$ cat src/rtl/riscv_pkg.sv
`default_nettype none
// ---------------------------------------------------------------------------
// riscv_pkg : opcode constants, decoded instruction type, issue-stage types
// Revision  : 1.0
// ---------------------------------------------------------------------------
package riscv_pkg;

  localparam logic [6:0] OPCODE_LOAD   = 7'b0000011;
  localparam logic [6:0] OPCODE_OP_IMM = 7'b0010011;
  localparam logic [6:0] OPCODE_AUIPC  = 7'b0010111;
  localparam logic [6:0] OPCODE_STORE  = 7'b0100011;
  localparam logic [6:0] OPCODE_OP     = 7'b0110011;
  localparam logic [6:0] OPCODE_LUI    = 7'b0110111;
  localparam logic [6:0] OPCODE_BRANCH = 7'b1100011;
  localparam logic [6:0] OPCODE_JALR   = 7'b1100111;
  localparam logic [6:0] OPCODE_JAL    = 7'b1101111;

  typedef struct packed {
    logic [6:0]  opcode;
    logic [2:0]  funct3;
    logic [6:0]  funct7;
    logic [4:0]  reg_A;
    logic [4:0]  reg_B;
    logic [11:0] imm;
    logic [31:0] imm_extended;
    logic [31:0] pc;
  } decoded_instr_t;

  typedef enum logic [1:0] {
    EMPTY = 2'd0,
    ONE   = 2'd1,
    FULL  = 2'd2
  } issue_state_e;

  function automatic logic is_ctrl_flow(input logic [6:0] opcode);
    return (opcode == OPCODE_JAL) || (opcode == OPCODE_JALR) ||
           (opcode == OPCODE_BRANCH);
  endfunction

endpackage
`default_nettype wire

$ cat src/rtl/alu_issue_ctrl_if.sv
`default_nettype none
// ---------------------------------------------------------------------------
// alu_issue_ctrl_if : decoder-side and ALU-side handshakes of the issue stage
// Revision          : 1.0
// ---------------------------------------------------------------------------
interface alu_issue_ctrl_if;
  import riscv_pkg::*;

  logic           dec_valid;
  decoded_instr_t dec_instr;
  logic           dec_ready;
  logic           alu_valid;
  decoded_instr_t alu_instr;
  logic           mem_ready;

  // master is the issue controller; slave is the decoder/ALU environment
  modport master (
    input  dec_valid, dec_instr, mem_ready,
    output dec_ready, alu_valid, alu_instr
  );

  modport slave (
    output dec_valid, dec_instr, mem_ready,
    input  dec_ready, alu_valid, alu_instr
  );

endinterface
`default_nettype wire

$ cat src/rtl/issue_skid_buf.sv
`default_nettype none
// ---------------------------------------------------------------------------
// issue_skid_buf : output register plus one-entry skid register
// Revision       : 1.0
// ---------------------------------------------------------------------------
module issue_skid_buf
  import riscv_pkg::*;
(
  input  logic           clk,
  input  logic           rst_n,
  input  logic           load_out,
  input  logic           load_skid,
  input  logic           move_skid,
  input  decoded_instr_t din,
  output decoded_instr_t out_instr
);

  decoded_instr_t out_q, out_d;
  decoded_instr_t skid_q, skid_d;

  always_comb begin
    out_d  = out_q;
    skid_d = skid_q;
    // draining the skid entry takes precedence so FIFO order is kept
    if (move_skid) begin
      out_d = skid_q;
    end else if (load_out) begin
      out_d = din;
    end
    if (load_skid) begin
      skid_d = din;
    end
  end

  always_ff @(posedge clk or negedge rst_n) begin
    if (!rst_n) begin
      out_q  <= '0;
      skid_q <= '0;
    end else begin
      out_q  <= out_d;
      skid_q <= skid_d;
    end
  end

  assign out_instr = out_q;

endmodule
`default_nettype wire

$ cat src/rtl/alu_issue_ctrl.sv
`default_nettype none
// ---------------------------------------------------------------------------
// alu_issue_ctrl : decode->execute issue controller with skid buffer,
//                  shadow squash, flush and stall/squash counters
// Revision       : 1.0
// ---------------------------------------------------------------------------
module alu_issue_ctrl
  import riscv_pkg::*;
#(
  parameter int SHADOW = 2,
  parameter int CW     = 16
) (
  input  logic                clk,
  input  logic                rst_n,
  alu_issue_ctrl_if.master    bus,
  input  logic                flush,
  output logic                squash_active,
  output logic [CW-1:0]       stall_cnt,
  output logic [CW-1:0]       squash_cnt
);

  localparam int              SHW      = (SHADOW > 0) ? $clog2(SHADOW + 1) : 1;
  localparam logic [SHW-1:0]  SH_LOAD  = SHW'(SHADOW);
  localparam logic [CW-1:0]   CNT_MAX  = '1;

  issue_state_e   state_q, state_d;
  logic           dec_ready_q, dec_ready_d;
  logic [SHW-1:0] sh_cnt_q, sh_cnt_d;
  logic [CW-1:0]  stall_cnt_q, stall_cnt_d;
  logic [CW-1:0]  squash_cnt_q, squash_cnt_d;

  logic           alu_valid;
  logic           handshake;
  logic           accept;
  logic           squash;
  logic           xfer;
  logic           load_out;
  logic           load_skid;
  logic           move_skid;
  decoded_instr_t out_instr;

  assign alu_valid = (state_q != EMPTY);
  assign handshake = bus.dec_valid & dec_ready_q & ~flush;
  assign accept    = handshake & (sh_cnt_q == '0);
  assign squash    = handshake & (sh_cnt_q != '0);
  assign xfer      = alu_valid & bus.mem_ready;

  always_comb begin
    state_d   = state_q;
    load_out  = 1'b0;
    load_skid = 1'b0;
    move_skid = 1'b0;
    case (state_q)
      EMPTY: begin
        if (accept) begin
          state_d  = ONE;
          load_out = 1'b1;
        end
      end
      ONE: begin
        if (accept && xfer) begin
          load_out = 1'b1;
        end else if (accept) begin
          state_d   = FULL;
          load_skid = 1'b1;
        end else if (xfer) begin
          state_d = EMPTY;
        end
      end
      FULL: begin
        if (xfer) begin
          state_d   = ONE;
          move_skid = 1'b1;
        end
      end
      default: state_d = EMPTY;
    endcase
    // a flush empties the stage; any xfer this cycle has already been taken
    if (flush) begin
      state_d   = EMPTY;
      move_skid = 1'b0;
    end
    dec_ready_d = (state_d != FULL);
  end

  always_comb begin
    sh_cnt_d = sh_cnt_q;
    if (flush) begin
      sh_cnt_d = '0;
    end else if (accept && is_ctrl_flow(bus.dec_instr.opcode)) begin
      sh_cnt_d = SH_LOAD;
    end else if (squash) begin
      sh_cnt_d = sh_cnt_q - SHW'(1);
    end
  end

  always_comb begin
    stall_cnt_d  = stall_cnt_q;
    squash_cnt_d = squash_cnt_q;
    if (alu_valid && !bus.mem_ready && (stall_cnt_q != CNT_MAX)) begin
      stall_cnt_d = stall_cnt_q + CW'(1);
    end
    if (squash && (squash_cnt_q != CNT_MAX)) begin
      squash_cnt_d = squash_cnt_q + CW'(1);
    end
  end

  always_ff @(posedge clk or negedge rst_n) begin
    if (!rst_n) begin
      state_q      <= EMPTY;
      dec_ready_q  <= 1'b0;
      sh_cnt_q     <= '0;
      stall_cnt_q  <= '0;
      squash_cnt_q <= '0;
    end else begin
      state_q      <= state_d;
      dec_ready_q  <= dec_ready_d;
      sh_cnt_q     <= sh_cnt_d;
      stall_cnt_q  <= stall_cnt_d;
      squash_cnt_q <= squash_cnt_d;
    end
  end

  issue_skid_buf u_skid_buf (
    .clk       (clk),
    .rst_n     (rst_n),
    .load_out  (load_out),
    .load_skid (load_skid),
    .move_skid (move_skid),
    .din       (bus.dec_instr),
    .out_instr (out_instr)
  );

  assign bus.dec_ready = dec_ready_q;
  assign bus.alu_valid = alu_valid;
  assign bus.alu_instr = out_instr;
  assign squash_active = (sh_cnt_q != '0);
  assign stall_cnt     = stall_cnt_q;
  assign squash_cnt    = squash_cnt_q;

endmodule
`default_nettype wire

$ cat src/flat_wrapper.sv
// flat-port wrapper written by rule: the top's interface ports become plain ports
module alu_issue_ctrl_flat import riscv_pkg::*;
#(
  parameter int SHADOW = 2,
  parameter int CW     = 16
)
  (clk, rst_n, flush, squash_active, stall_cnt, squash_cnt, bus_dec_valid, bus_dec_instr, bus_mem_ready, bus_dec_ready, bus_alu_valid, bus_alu_instr);
  alu_issue_ctrl_if bus_i ();
  input  logic clk;
  input  logic rst_n;
  input  logic flush;
  output logic squash_active;
  output logic [CW-1:0] stall_cnt;
  output logic [CW-1:0] squash_cnt;
  input wire logic [$bits(bus_i.dec_valid)-1:0] bus_dec_valid;
  input wire logic [$bits(bus_i.dec_instr)-1:0] bus_dec_instr;
  input wire logic [$bits(bus_i.mem_ready)-1:0] bus_mem_ready;
  output wire logic [$bits(bus_i.dec_ready)-1:0] bus_dec_ready;
  output wire logic [$bits(bus_i.alu_valid)-1:0] bus_alu_valid;
  output wire logic [$bits(bus_i.alu_instr)-1:0] bus_alu_instr;
  assign bus_i.dec_valid = bus_dec_valid;
  assign bus_i.dec_instr = bus_dec_instr;
  assign bus_i.mem_ready = bus_mem_ready;
  assign bus_dec_ready = bus_i.dec_ready;
  assign bus_alu_valid = bus_i.alu_valid;
  assign bus_alu_instr = bus_i.alu_instr;
  alu_issue_ctrl #(.SHADOW(SHADOW), .CW(CW)) u_core (.clk(clk), .rst_n(rst_n), .bus(bus_i), .flush(flush), .squash_active(squash_active), .stall_cnt(stall_cnt), .squash_cnt(squash_cnt));
endmodule
$ cat config.mk
export PLATFORM = sky130hd
export DESIGN_NAME = alu_issue_ctrl_flat
export DESIGN_NICKNAME = d
export VERILOG_FILES = /design/src/rtl/riscv_pkg.sv /design/src/rtl/alu_issue_ctrl_if.sv /design/src/rtl/issue_skid_buf.sv /design/src/rtl/alu_issue_ctrl.sv /design/src/flat_wrapper.sv
export SDC_FILE = /design/constraint.sdc
export NUM_CORES = 1
export LEC_CHECK = 0
export CAP_MARGIN = 10
export CORE_ASPECT_RATIO = 1.1
export CORE_UTILIZATION = 40
export DETAILED_ROUTE_END_ITERATION = 8
export MAX_ROUTING_LAYER = met4
export PLACE_DENSITY_LB_ADDON = 0.3
export SYNTH_ARGS = -nofsm -noshare
export SYNTH_HDL_FRONTEND = slang
export SYNTH_SLANG_ARGS = --single-unit
$ cat constraint.sdc
create_clock -name clk -period 1.96 [get_ports clk]
set_input_delay 0.588 -clock clk [delete_from_list [all_inputs] [get_ports clk]]
set_output_delay 0.588 -clock clk [all_outputs]
set_load 0.05 [all_outputs]
==> results.yml <==
die:
  dieWidth_um: 155.3
  start_util: 0.4079
  placementRows: 61
  ios: 246
  die_h_um: 170.6
  core_area_um2: 25340
  dieArea_um2: 26490
yosys:
  yosys.area.top_type: "dfrtp_1"
  synth-xor-area-share: 0.02288
  synth_area_leaders: "dfrtp_1 59%, mux2_2 11%, nand2_1 7.8%"
  synth.distinct_cells: 42
  synth_edf_count: 0
  syn_nets: 1067
  async_flop_share: 1.000
  synth_top_area_frac: 0.5883
  synth_cells: 956
  synthesis.area_um2: 10340
  synthMuxAreaShare: 0.1177
  synth.most_common_cell: "dfrtp_1"
  synth_adder_area_share: 0.003632
  synth_simple_gate_area_share: 0.1666
  synth-compound-area-share: 0.07057
  synth_top_family_by_area: "simple AND/OR/NAND/NOR gates"
  ys_seq_area_frac: 0.5883
  yosys_most_used_dff: "dfrtp_1"
  syn_avg_cell_area_um2: 10.81
  ys_ff_latch: 243
  synth_common_cells: "243 x dfrtp_1, 216 x nand2_1, 115 x nor2_1, 104 x a31oi_1, 100 x mux2_2"
  yosysWarnings: 0
timing:
  finClkSkew_ps: 7.864
  tns_ps: -1.779
  hold_viol_final: 0
  rsz0062_at_grt: "true"
  maxSlewHeadroom: 0.7196
  setup_viol: 1
  slew_viol_final: 0
  worst_slack_ps: -1.779
  fmax_ghz: 0.5097
  finalCritPeriodShare: 1.001
  fin_crit_ps: 1962
  tightest_slew_ps: 410.0
routing:
  wl_mm: 26.05
  vias_per_cell: 5.096
  drtAntennaViolNets: 0
  first_pass_iters: 4
  vias: 8205
  drc: 0
  post_drt_wl_per_cell_um: 16.18
  drtIter0Drc: 425
outcome:
  violations: "negative setup slack"
  outcome: "finished, violations left"
cts:
  clk_path_buf_depth: 3
  clk_pin_slew_worst_paths_ps: 60
  clock_latency_ps: 520
  cts_sinks: 243
  cts_root_buffer: "clkbuf_16"
  cts_tree: "done"
  h-tree-depth: 1
  cts_buffers: 26
power:
  switching_share: 0.4089
  ir_worst_vdd_mv: 1.036
  p_leak_nw: 7.018
  clkPwrFrac: 0.228
  combPwrFrac: 0.409
  powerDensity_nw_per_um2: 1514
  p_sw_mw: 8.942
  p_total_mw: 21.87
  p_int_mw: 12.92
  power_frac_seq: 0.364
hold_path:
  hold_path.class: "register to register"
setup_path:
  crit_buf_inv: 4
  cp_top_family: "flip-flops"
  critical_path_peak_fanout: 2
  slowest_delay_ps: 360
  crit_chain: "inv_2 -> ha_4 -> buf_6 -> inv_4 -> buf_12"
  worstSetupStartpointType: "register"
  arrival_ps: 1370
  cp_slowest_cell: "dfrtp_1"
  worstSetupPathType: "register to output port"
  endpoint_kind: "output port"
  required_ps: 1370
global_route:
  antenna_found_initial: 0
  overflow: 0
  grt_pass1_vias: 8076
  grt_use_total: 0.2005
  grt_max_degree: 57
  grt_pass1_wl_mm: 41.34
layout:
  instances_no_fill: 1610
  final_cell_area_um2: 14440
  fillCellCount: 2236
  syn2layout_area_growth_pct: 39.73
  final_nets: 1355
  antenna_cells: 0
  drive_gt1_frac: 0.3078
place:
  pre_cts_ws_ps: -470.4
  placed_cell_area_um2: 13390
  routabilityCongestion: 0.8117
  dp_cells: 1554
  dp_hpwl_mm: 17.66
  portBuffers: 245
job:
  drv_cap: 0
==> layout by cell type (no fill, tap or decap), types with 3 or more instances in the layout <==
master           count
dfrtp_1            230
nand2_1            214
buf_4              183
nor2_1             114
clkdlybuf4s50_1    106
a31oi_1            102
mux2_2              99
clkbuf_16           29
buf_12              20
xor2_1              16
nand3_1             15
dfrtp_2             13
xnor2_1             11
nand4_1             10
nor3_1               9
clkbuf_1             9
mux2_1               8
clkbuf_8             6
buf_6                6
nor4_1               5
and4_1               4
a21oi_1              3
and3_1               3
nor4_4               3
clkinv_2             3
==> power groups by stage <==
| stage | clock network [mW] | logic (mW) | registers, mW |
|---|---|---|---|
| after floorplan | 0 | 2.04 | 11.7 |
| after global placement | 0 | 8.72 | 7.97 |
| after detailed placement | 0 | 8.88 | 8.01 |
| after CTS | 5.11 | 8.96 | 7.96 |
| after global routing | 5.31 | 9.45 | 8.16 |
| final | 4.98 | 8.93 | 7.95 |
==> path summary, 6_finish.rpt <==
check	start	to	slack, ps	cells after the start
worst max-delay path	u_core.sh_cnt_q[0]	squash_active	-2	5
worst min-delay path	u_core.stall_cnt[7]	u_core.stall_cnt[7]	480	1
worst max register to register	u_core.sh_cnt_q[1]	u_core.u_skid_buf.skid_q[1]	60	8
worst min register to register	u_core.stall_cnt[7]	u_core.stall_cnt[7]	480	1
max in group asynchronous	rst_n	u_core.stall_cnt[1]	810	3
min in group asynchronous	rst_n	u_core.u_skid_buf.skid_q[38]	550	2
==> what timing repair did <==
| action | 4_1_cts | 5_1_grt |
|---|---|---|
| gates cloned | 0 | 2 |
| pin swaps | 1 | 8 |
| setup endpoints to repair | 4 | 144 |
| hold buffers | 1 | 0 |
| setup buffers | 4 | 1 |
| hold endpoints to repair | 35 | 0 |
| gates resized for setup | 12 | 10 |
==> registers in the layout, indices dropped and copies added, names as in the netlist <==
name	cells
u_core.u_skid_buf.out_instr	103
u_core.stall_cnt	16
u_core.u_skid_buf.skid_q	103
u_core.sh_cnt_q	2
u_core.bus.dec_ready	1
u_core.squash_cnt	16
u_core.state_q	2
==> routing by layer <==
metal,vias to the layer above,track usage,wire length (um)
met1,4069,0.2474,10970
met2,214,0.3312,12860
met5,-,-,0
li1,3875,-,-
met3,47,0.04331,1599
met4,0,0.06010,618
==> cell families (layout without fill, tap and decap cells) <==
logic type / after synthesis / count (layout)
flops: 243 / 243
fa+ha+maj: 3 / 3
compound gates: 114 / 114
mux: 108 / 108
simple gates: 397 / 397
buf+inv: 64 / 372
xor+xnor: 27 / 27
==> per-stage QoR <==
| step | hold WS, ps | utilization |
|---|---|---|
| CTS | 487.3 | 0.5662 |
| finish | 483.4 | 0.5700 |
| floorplan | 292.4 | - |
| detailed placement | 475.5 | 0.5286 |
| global route | 509.4 | 0.5700 |
| global placement | 468.3 | 0.5286 |
==> final cells by class <==
class | instances | area (um2) | area share
Sequential cell | 243 | 6097 | 0.4222
Multi-Input combinational cell | 649 | 4026 | 0.2788
Timing Repair Buffer | 320 | 2993 | 0.2072
Clock buffer | 42 | 792.0 | 0.05484
Tap cell | 346 | 432.9 | 0.02997
Clock inverter | 6 | 83.83 | 0.005804
Inverter | 4 | 17.52 | 0.001213
Power figures use the tool's default switching activity.
